<file path="src/rtl/cordic_vec_if.sv">
// Vector-in / angle+magnitude-out handshake bundle for the iterative CORDIC vectoring unit.
// The master side is whoever drives vectors in and takes results out.
interface cordic_vec_if;
   logic               in_valid;
   logic               in_ready;
   logic signed [15:0] x_in;
   logic signed [15:0] y_in;
   logic               out_valid;
   logic               out_ready;
   logic signed [15:0] angle_out;
   logic [17:0]        mag_out;
   logic               range_err;

   modport master (
      output in_valid, x_in, y_in, out_ready,
      input  in_ready, out_valid, angle_out, mag_out, range_err
   );

   modport slave (
      input  in_valid, x_in, y_in, out_ready,
      output in_ready, out_valid, angle_out, mag_out, range_err
   );
endinterface

</file>
<file path="src/rtl/cordic_vec_iter.sv">
// Iterative vectoring-mode CORDIC: returns atan2(y,x) in signed 8.8 degrees and the
// gain-scaled magnitude, running one shared add/shift step per enabled cycle.
module cordic_vec_iter #(
   parameter int ITER = 6,
   parameter int IW   = 18
) (
   input  logic        clk,
   input  logic        rst_n,
   input  logic        reg_en,
   cordic_vec_if.slave vec_if
);

   typedef enum logic [1:0] {S_IDLE, S_ROT, S_DONE} state_t;

   function automatic logic signed [15:0] atan_lut(input logic [2:0] idx);
      case (idx)
         3'd0:    atan_lut = 16'sh2D00;
         3'd1:    atan_lut = 16'sh1A90;
         3'd2:    atan_lut = 16'sh0E09;
         3'd3:    atan_lut = 16'sh0720;
         3'd4:    atan_lut = 16'sh0393;
         3'd5:    atan_lut = 16'sh01CA;
         default: atan_lut = 16'sh0000;
      endcase
   endfunction

   state_t                r_state;
   logic                  r_in_ready;
   logic                  r_out_valid;
   logic                  r_range_err;
   logic signed [IW-1:0]  r_x;
   logic signed [IW-1:0]  r_y;
   logic signed [15:0]    r_z;
   logic [2:0]            r_i;
   logic signed [15:0]    r_angle;
   logic [17:0]           r_mag;

   logic signed [IW-1:0]  w_x_shr;
   logic signed [IW-1:0]  w_y_shr;
   logic signed [IW-1:0]  w_x_nxt;
   logic signed [IW-1:0]  w_y_nxt;
   logic signed [15:0]    w_z_nxt;
   logic signed [15:0]    w_atan;
   logic                  w_y_neg;
   logic                  w_last;
   logic signed [IW-1:0]  w_x_ext;
   logic signed [IW-1:0]  w_y_ext;

   assign w_x_ext = {{(IW-16){vec_if.x_in[15]}}, vec_if.x_in};
   assign w_y_ext = {{(IW-16){vec_if.y_in[15]}}, vec_if.y_in};

   // Both updates read the pre-iteration x/y; the sign of y picks the rotation direction.
   assign w_x_shr = r_x >>> r_i;
   assign w_y_shr = r_y >>> r_i;
   assign w_y_neg = r_y[IW-1];
   assign w_atan  = atan_lut(r_i);
   assign w_x_nxt = w_y_neg ? (r_x - w_y_shr) : (r_x + w_y_shr);
   assign w_y_nxt = w_y_neg ? (r_y + w_x_shr) : (r_y - w_x_shr);
   assign w_z_nxt = w_y_neg ? (r_z - w_atan)  : (r_z + w_atan);
   assign w_last  = (r_i == 3'(ITER - 1));

   always_ff @(posedge clk) begin
      if (!rst_n) begin
         r_state     <= S_IDLE;
         r_in_ready  <= 1'b1;
         r_out_valid <= 1'b0;
         r_range_err <= 1'b0;
         r_x         <= '0;
         r_y         <= '0;
         r_z         <= '0;
         r_i         <= '0;
         r_angle     <= '0;
         r_mag       <= '0;
      end else if (reg_en) begin
         case (r_state)
            S_IDLE: begin
               if (vec_if.in_valid) begin
                  r_x        <= w_x_ext;
                  r_y        <= w_y_ext;
                  r_z        <= '0;
                  r_i        <= '0;
                  r_in_ready <= 1'b0;
                  // Left half-plane is outside the convergence range: flag it and skip iterating.
                  if (vec_if.x_in[15]) begin
                     r_state     <= S_DONE;
                     r_out_valid <= 1'b1;
                     r_range_err <= 1'b1;
                     r_angle     <= '0;
                     r_mag       <= '0;
                  end else begin
                     r_state <= S_ROT;
                  end
               end
            end
            S_ROT: begin
               r_x <= w_x_nxt;
               r_y <= w_y_nxt;
               r_z <= w_z_nxt;
               r_i <= r_i + 3'd1;
               if (w_last) begin
                  r_angle     <= w_z_nxt;
                  r_mag       <= w_x_nxt[17:0];
                  r_range_err <= 1'b0;
                  r_out_valid <= 1'b1;
                  r_state     <= S_DONE;
               end
            end
            S_DONE: begin
               if (vec_if.out_ready) begin
                  r_out_valid <= 1'b0;
                  r_in_ready  <= 1'b1;
                  r_state     <= S_IDLE;
               end
            end
            default: begin
               r_state     <= S_IDLE;
               r_in_ready  <= 1'b1;
               r_out_valid <= 1'b0;
            end
         endcase
      end
   end

   assign vec_if.in_ready  = r_in_ready;
   assign vec_if.out_valid = r_out_valid;
   assign vec_if.angle_out = r_angle;
   assign vec_if.mag_out   = r_mag;
   assign vec_if.range_err = r_range_err;

endmodule

</file>
<file path="src/flat_wrapper.sv">
// flat-port wrapper written by rule: the top's interface ports become plain ports
module cordic_vec_iter_flat 
#(
   parameter int ITER = 6,
   parameter int IW   = 18
)
  (clk, rst_n, reg_en, vec_if_in_valid, vec_if_x_in, vec_if_y_in, vec_if_out_ready, vec_if_in_ready, vec_if_out_valid, vec_if_angle_out, vec_if_mag_out, vec_if_range_err);
  cordic_vec_if vec_if_i ();
  input  logic clk;
  input  logic rst_n;
  input  logic reg_en;
  input wire logic [$bits(vec_if_i.in_valid)-1:0] vec_if_in_valid;
  input wire logic [$bits(vec_if_i.x_in)-1:0] vec_if_x_in;
  input wire logic [$bits(vec_if_i.y_in)-1:0] vec_if_y_in;
  input wire logic [$bits(vec_if_i.out_ready)-1:0] vec_if_out_ready;
  output wire logic [$bits(vec_if_i.in_ready)-1:0] vec_if_in_ready;
  output wire logic [$bits(vec_if_i.out_valid)-1:0] vec_if_out_valid;
  output wire logic [$bits(vec_if_i.angle_out)-1:0] vec_if_angle_out;
  output wire logic [$bits(vec_if_i.mag_out)-1:0] vec_if_mag_out;
  output wire logic [$bits(vec_if_i.range_err)-1:0] vec_if_range_err;
  assign vec_if_i.in_valid = vec_if_in_valid;
  assign vec_if_i.x_in = vec_if_x_in;
  assign vec_if_i.y_in = vec_if_y_in;
  assign vec_if_i.out_ready = vec_if_out_ready;
  assign vec_if_in_ready = vec_if_i.in_ready;
  assign vec_if_out_valid = vec_if_i.out_valid;
  assign vec_if_angle_out = vec_if_i.angle_out;
  assign vec_if_mag_out = vec_if_i.mag_out;
  assign vec_if_range_err = vec_if_i.range_err;
  cordic_vec_iter #(.ITER(ITER), .IW(IW)) u_core (.clk(clk), .rst_n(rst_n), .reg_en(reg_en), .vec_if(vec_if_i));
endmodule
</file>
<file path="config.mk">
export PLATFORM = sky130hd
export DESIGN_NAME = cordic_vec_iter_flat
export DESIGN_NICKNAME = d
export VERILOG_FILES = /design/src/rtl/cordic_vec_if.sv /design/src/rtl/cordic_vec_iter.sv /design/src/flat_wrapper.sv
export SDC_FILE = /design/constraint.sdc
export NUM_CORES = 1
export LEC_CHECK = 0
export ABC_CLOCK_PERIOD_IN_PS = 10900
export BUFFER_PORTS_ARGS = -buffer_cell sky130_fd_sc_hd__buf_4
export CAP_MARGIN = 20
export CORE_MARGIN = 1.5
export CORE_UTILIZATION = 67
export CTS_CLUSTER_SIZE = 40
export DETAILED_ROUTE_END_ITERATION = 7
export GPL_TIMING_DRIVEN = 0
export PLACE_DENSITY = 0.88
export SKIP_LAST_GASP = 1
export SYNTH_ARGS = -nofsm -noshare
export SYNTH_HDL_FRONTEND = slang
export SYNTH_SLANG_ARGS = --single-unit
export TNS_END_PERCENT = 10
</file>
<file path="constraint.sdc">
create_clock -name clk -period 10.9 [get_ports clk]
set_clock_uncertainty 0.1 [all_clocks]
set_input_delay 0.545 -clock clk [delete_from_list [all_inputs] [get_ports clk]]
set_output_delay 0.545 -clock clk [all_outputs]
set_load 0.01 [all_outputs]
</file>
==> summary by stage <==
Run status
The flow ran to the end, and the final reports show no timing, DRC or antenna violations.

Power
The portion of total power attributed to the clock network is 25.1%. The power density normalized to cell area is 130 nW/um^2. Sequential cells burn 30.2% of the power.

The analysis attributes to net switching a power of 0.000537 W. Net switching is 41.9% of the power. The post-route total power is 0.00128 W. The highest ir drop seen on vdd is 0.0000876 V. The internal portion of the total power is about 0.00075 W. The total leakage power is 4.02 nW. The part of the power in combinational logic is 44.7%.

Clock network
The clock tree from TritonCTS is yes. The largest buffer count on any clock path is 2. The later-pin clock latency in the skew report is roughly 0.37 ns. Clock tree synthesis found a total of 94 sinks. The tree is rooted in a clkbuf_16. The H-tree was split into 3 levels. Post-CTS timing repair inserted 0 buffers for setup.

The number of hold buffers added after CTS is 0. The post-cts sizing count is 0. The clock transition at the registers of the reported paths is 0.08 ns. Clock tree synthesis inserted a total of 9 buffers.

Synth
The portion of the post-synthesis area used by sequential elements is 21.3%. Sorting the synthesized cells by area gives the leading types as dfxtp_1 (21%), ha_1 (8.2%), a21oi_1 (7.4%). Yosys printed 0 warnings. Of all flip-flops after synthesis, the portion carrying an async set or reset was 0%. The share of synthesized area in the top cell type comes to a little over a fifth. The number of nets in the synthesized netlist is between 1000 and 1500.

The total of flip-flops plus latches after synthesis is 94. Summed over all instances, the cell type with the most area after synthesis is dfxtp_1. The synthesized netlist occupies a cell area of 8820 um^2.

The number of distinct library cells after synthesis is 79. The main flop type after synthesis is dfxtp_1. In the synthesized netlist, the number of instances is between 1000 and 1500. The synthesized design contains 0 enable-type register cells. Each instance of the synthesized netlist takes up on average 7.83 um^2.

Route
The total via count in the routed design is 9520. The detailed-router iteration count before antenna repair is 6. The number of vias per cell is slightly below 7. The remaining antenna violation count is 0. The final wirelength is ~31 mm. The mean routed wirelength per cell is 22.1 um. The number of violations reported at the end of detailed-routing iteration 0 is between 1000 and 1500. The post-route DRC violation count is 0.

Floorplanning
The initial standard-cell utilization of the core is 69.4%. The core area is 12700 um^2. The horizontal extent of the die is 118 um. The floorplan die area is around 14000 um^2. 74 I/O pins were placed. The die height is 118 um. The standard-cell row count is between 40 and 50.

STA
The final count of pins violating max slew came to 0. In this run the tightest slew margin relative to its limit is 33.0%. The worst hold slack is between 0.3 and 0.4 ns.

Setup repair after global routing left no endpoint under its margin. The summed negative setup slack over all endpoints is 0 ns. Setup violations remaining at the end of the flow were counted as 0.

The clock period could shrink to 6.29 ns. The fmax is 159 MHz. The final hold violation count is 0. The final critical path takes up 57.7% of the cycle. For the pin with the worst max-slew slack, the measured transition is 1.00 ns.

Placed design
In this run the tool buffered the top-level ports with 73 buffer cells. After detailed placement, the design holds a cell count of 1372. The HPWL after detailed placement is around 23 mm. At the end of routability-driven placement, the weighted congestion stood at 1.07.

Final layout
The antenna cell count is 0. For this run, the post-layout net count is ~1300. Compared with the post-synthesis result, the final layout area differs by 11.8%. Cells with a size suffix above 1 make up around 13% of the layout.

The count of cells in the finished layout, fillers not included, comes to 1388.

Global route
The first global-routing pass estimated 47.8 mm of wire. The number of antenna violations at the first check in global routing is 0. The number of global-route vias before repair was 9050. The maximum number of pins on one net before global-route repair is 18. Summed over all layers, the global routing overflow is 0. The total routing usage reported by global routing is 44.0%.

Setup path
Among all stages on the critical path, the largest delay is contributed by o41ai_1. For the worst setup path, the data required time is between 10 and 15 ns. Walking the worst path, the cells encountered are buf_2 -> buf_4 -> buf_2 -> buf_2 -> buf_1 -> buf_1 -> nand2_1 -> and2_1 -> ha_1 -> and4_1 -> clkbuf_1 -> nor2b_1 -> o31ai_1 -> a21oi_1 -> ha_1 -> a21o_1 -> o41ai_1 -> o21ai_0 -> o41ai_1 -> or3_1 -> nand3_1.

The nature of the critical path endpoint is a flop. Data arrives at the worst endpoint at 6.44 ns. In this design, the stage delay of the slowest critical-path cell is 0.85 ns. Of all nets on the critical path, the largest fanout is 10. The type of element launching the critical path is a flop. The critical path class is reg -> reg. Counting stages on the worst path, the most repeated cell is buf_2.

Min path
The tightest min-delay check is of the in -> reg type.

Job
The number of max-cap violations is 0.
area by class of cell:
class                      instances  area [um^2]
buffer                            71          329
clock buffer                      10          229
clock inverter                     6         52.6
fill                             990         2850
inverter                          29          109
multi-input combinational        933         6500
sequential                        94         1880
tap                              172          215
timing repair buffer              73          548
per-stage QoR:
stage / worst slack (ns) / util, % / area, um^2
floorplan: 6.17 / - / 8820
global placement: 5.00 / 75.4 / 9590
detailed placement: 4.89 / 75.4 / 9590
CTS: 4.85 / 77.6 / 9870
global route: 4.23 / 77.6 / 9870
finish: 4.61 / 77.6 / 9870
cell usage after synthesis, types with 6 or more instances:
cell type	instances
inv_1	28
mux4_2	24
a21boi_0	6
o211ai_1	13
a21o_1	23
nor3_1	29
nor2b_1	13
nand2b_1	7
ha_1	58
a31oi_1	8
xnor2_1	22
and4_1	6
dfxtp_1	94
buf_1	10
and3_1	14
o221ai_1	7
o21ai_0	70
nor2_1	91
mux2_2	10
mux2i_1	51
a21oi_1	130
xor2_1	27
o21bai_1	8
clkbuf_1	46
nand4_1	11
a211oi_1	7
o31ai_1	10
or3_1	15
and2_1	14
nand3_1	32
o21a_1	28
nand2_1	120
sequential cells by signal (all words and copies together) (netlist names):
name / count
u_core.vec_if.range_err: 1
u_core.r_state: 2
u_core.r_x: 18
u_core.vec_if.angle_out: 16
u_core.vec_if.out_valid: 1
u_core.r_i: 3
u_core.r_z: 16
u_core.vec_if.mag_out: 18
u_core.vec_if.in_ready: 1
u_core.r_y: 18
layout by cell type (no fill, tap or decap), types with 4 or more instances in the layout:
cell and n:
o21bai_1 8, and4_1 6, nand2_1 120, ha_1 58, buf_6 5, nand2b_1 7, nor2b_1 13, xor2_1 27
or3_1 15, o22ai_1 5, nand3_1 32, a21oi_1 130, o21ai_0 70, xnor2_1 22, o211ai_1 13, mux2i_1 51
nor3_1 29, a31oi_1 8, o31ai_1 10, a21boi_0 6, clkbuf_16 9, and2_1 14, nor2_1 91, nand4_1 11
and3_1 14, o221ai_1 7, dfxtp_1 94, inv_1 28, mux4_2 24, buf_4 78, buf_2 5, clkbuf_1 47
a21o_1 23, mux2_2 10, a211oi_1 7, buf_1 10, a22oi_1 4, o32ai_1 5, o21a_1 28
kinds of logic (layout without fill, tap and decap cells):
| family | after synthesis | after routing | synth area share [%] |
|---|---|---|---|
| simple gates | 369 | 369 | 19.9 |
| buf+inv | 100 | 189 | 4.96 |
| fa+ha+maj | 61 | 61 | 8.91 |
| mux | 90 | 90 | 14.1 |
| compound gates | 364 | 364 | 26.0 |
| xor+xnor | 49 | 49 | 4.86 |
| flops | 94 | 94 | 21.3 |
worst max-delay path, delay by kind of cell, from the launching register on:
kind	cells	cell delay, ns
AOI/OAI and AO/OA	6	2.02
adders and majority gates	2	0.61
buffers and inverters	7	2.19
DFF	1	0.39
and+or+nand+nor	6	0.85
per-layer routing:
| metal | GRT usage [%] | up-vias | share of wire [%] |
|---|---|---|---|
| met3 | 8.43 | 158 | 11 |
| met5 | 0 | - | 0 |
| met1 | 53.7 | 4446 | 38 |
| met2 | 69.0 | 583 | 43 |
| met4 | 32.7 | 0 | 8.0 |
| li1 | - | 4333 | - |
power groups by stage:
stage	Combinational (W)	Sequential, W	Clock [W]
after floorplan	0.000420	0.000383	0
after global placement	0.000541	0.000393	0
after detailed placement	0.000552	0.000393	0
after CTS	0.000555	0.000385	0.000317
after global routing	0.000623	0.000388	0.000330
final	0.000574	0.000387	0.000322
path summary, 6_finish.rpt:
check / start / end / slack [ns] / cells past startpoint
max: u_core.r_i[2] / u_core.r_y[17] / 4.61 / 21
min: vec_if_y_in[0] / u_core.r_y[0] / 0.35 / 3
max reg2reg: u_core.r_i[2] / u_core.r_y[17] / 4.61 / 21
min reg2reg: u_core.vec_if.mag_out[2] / u_core.vec_if.mag_out[2] / 0.35 / 2
(Power assumes the default switching activity.)
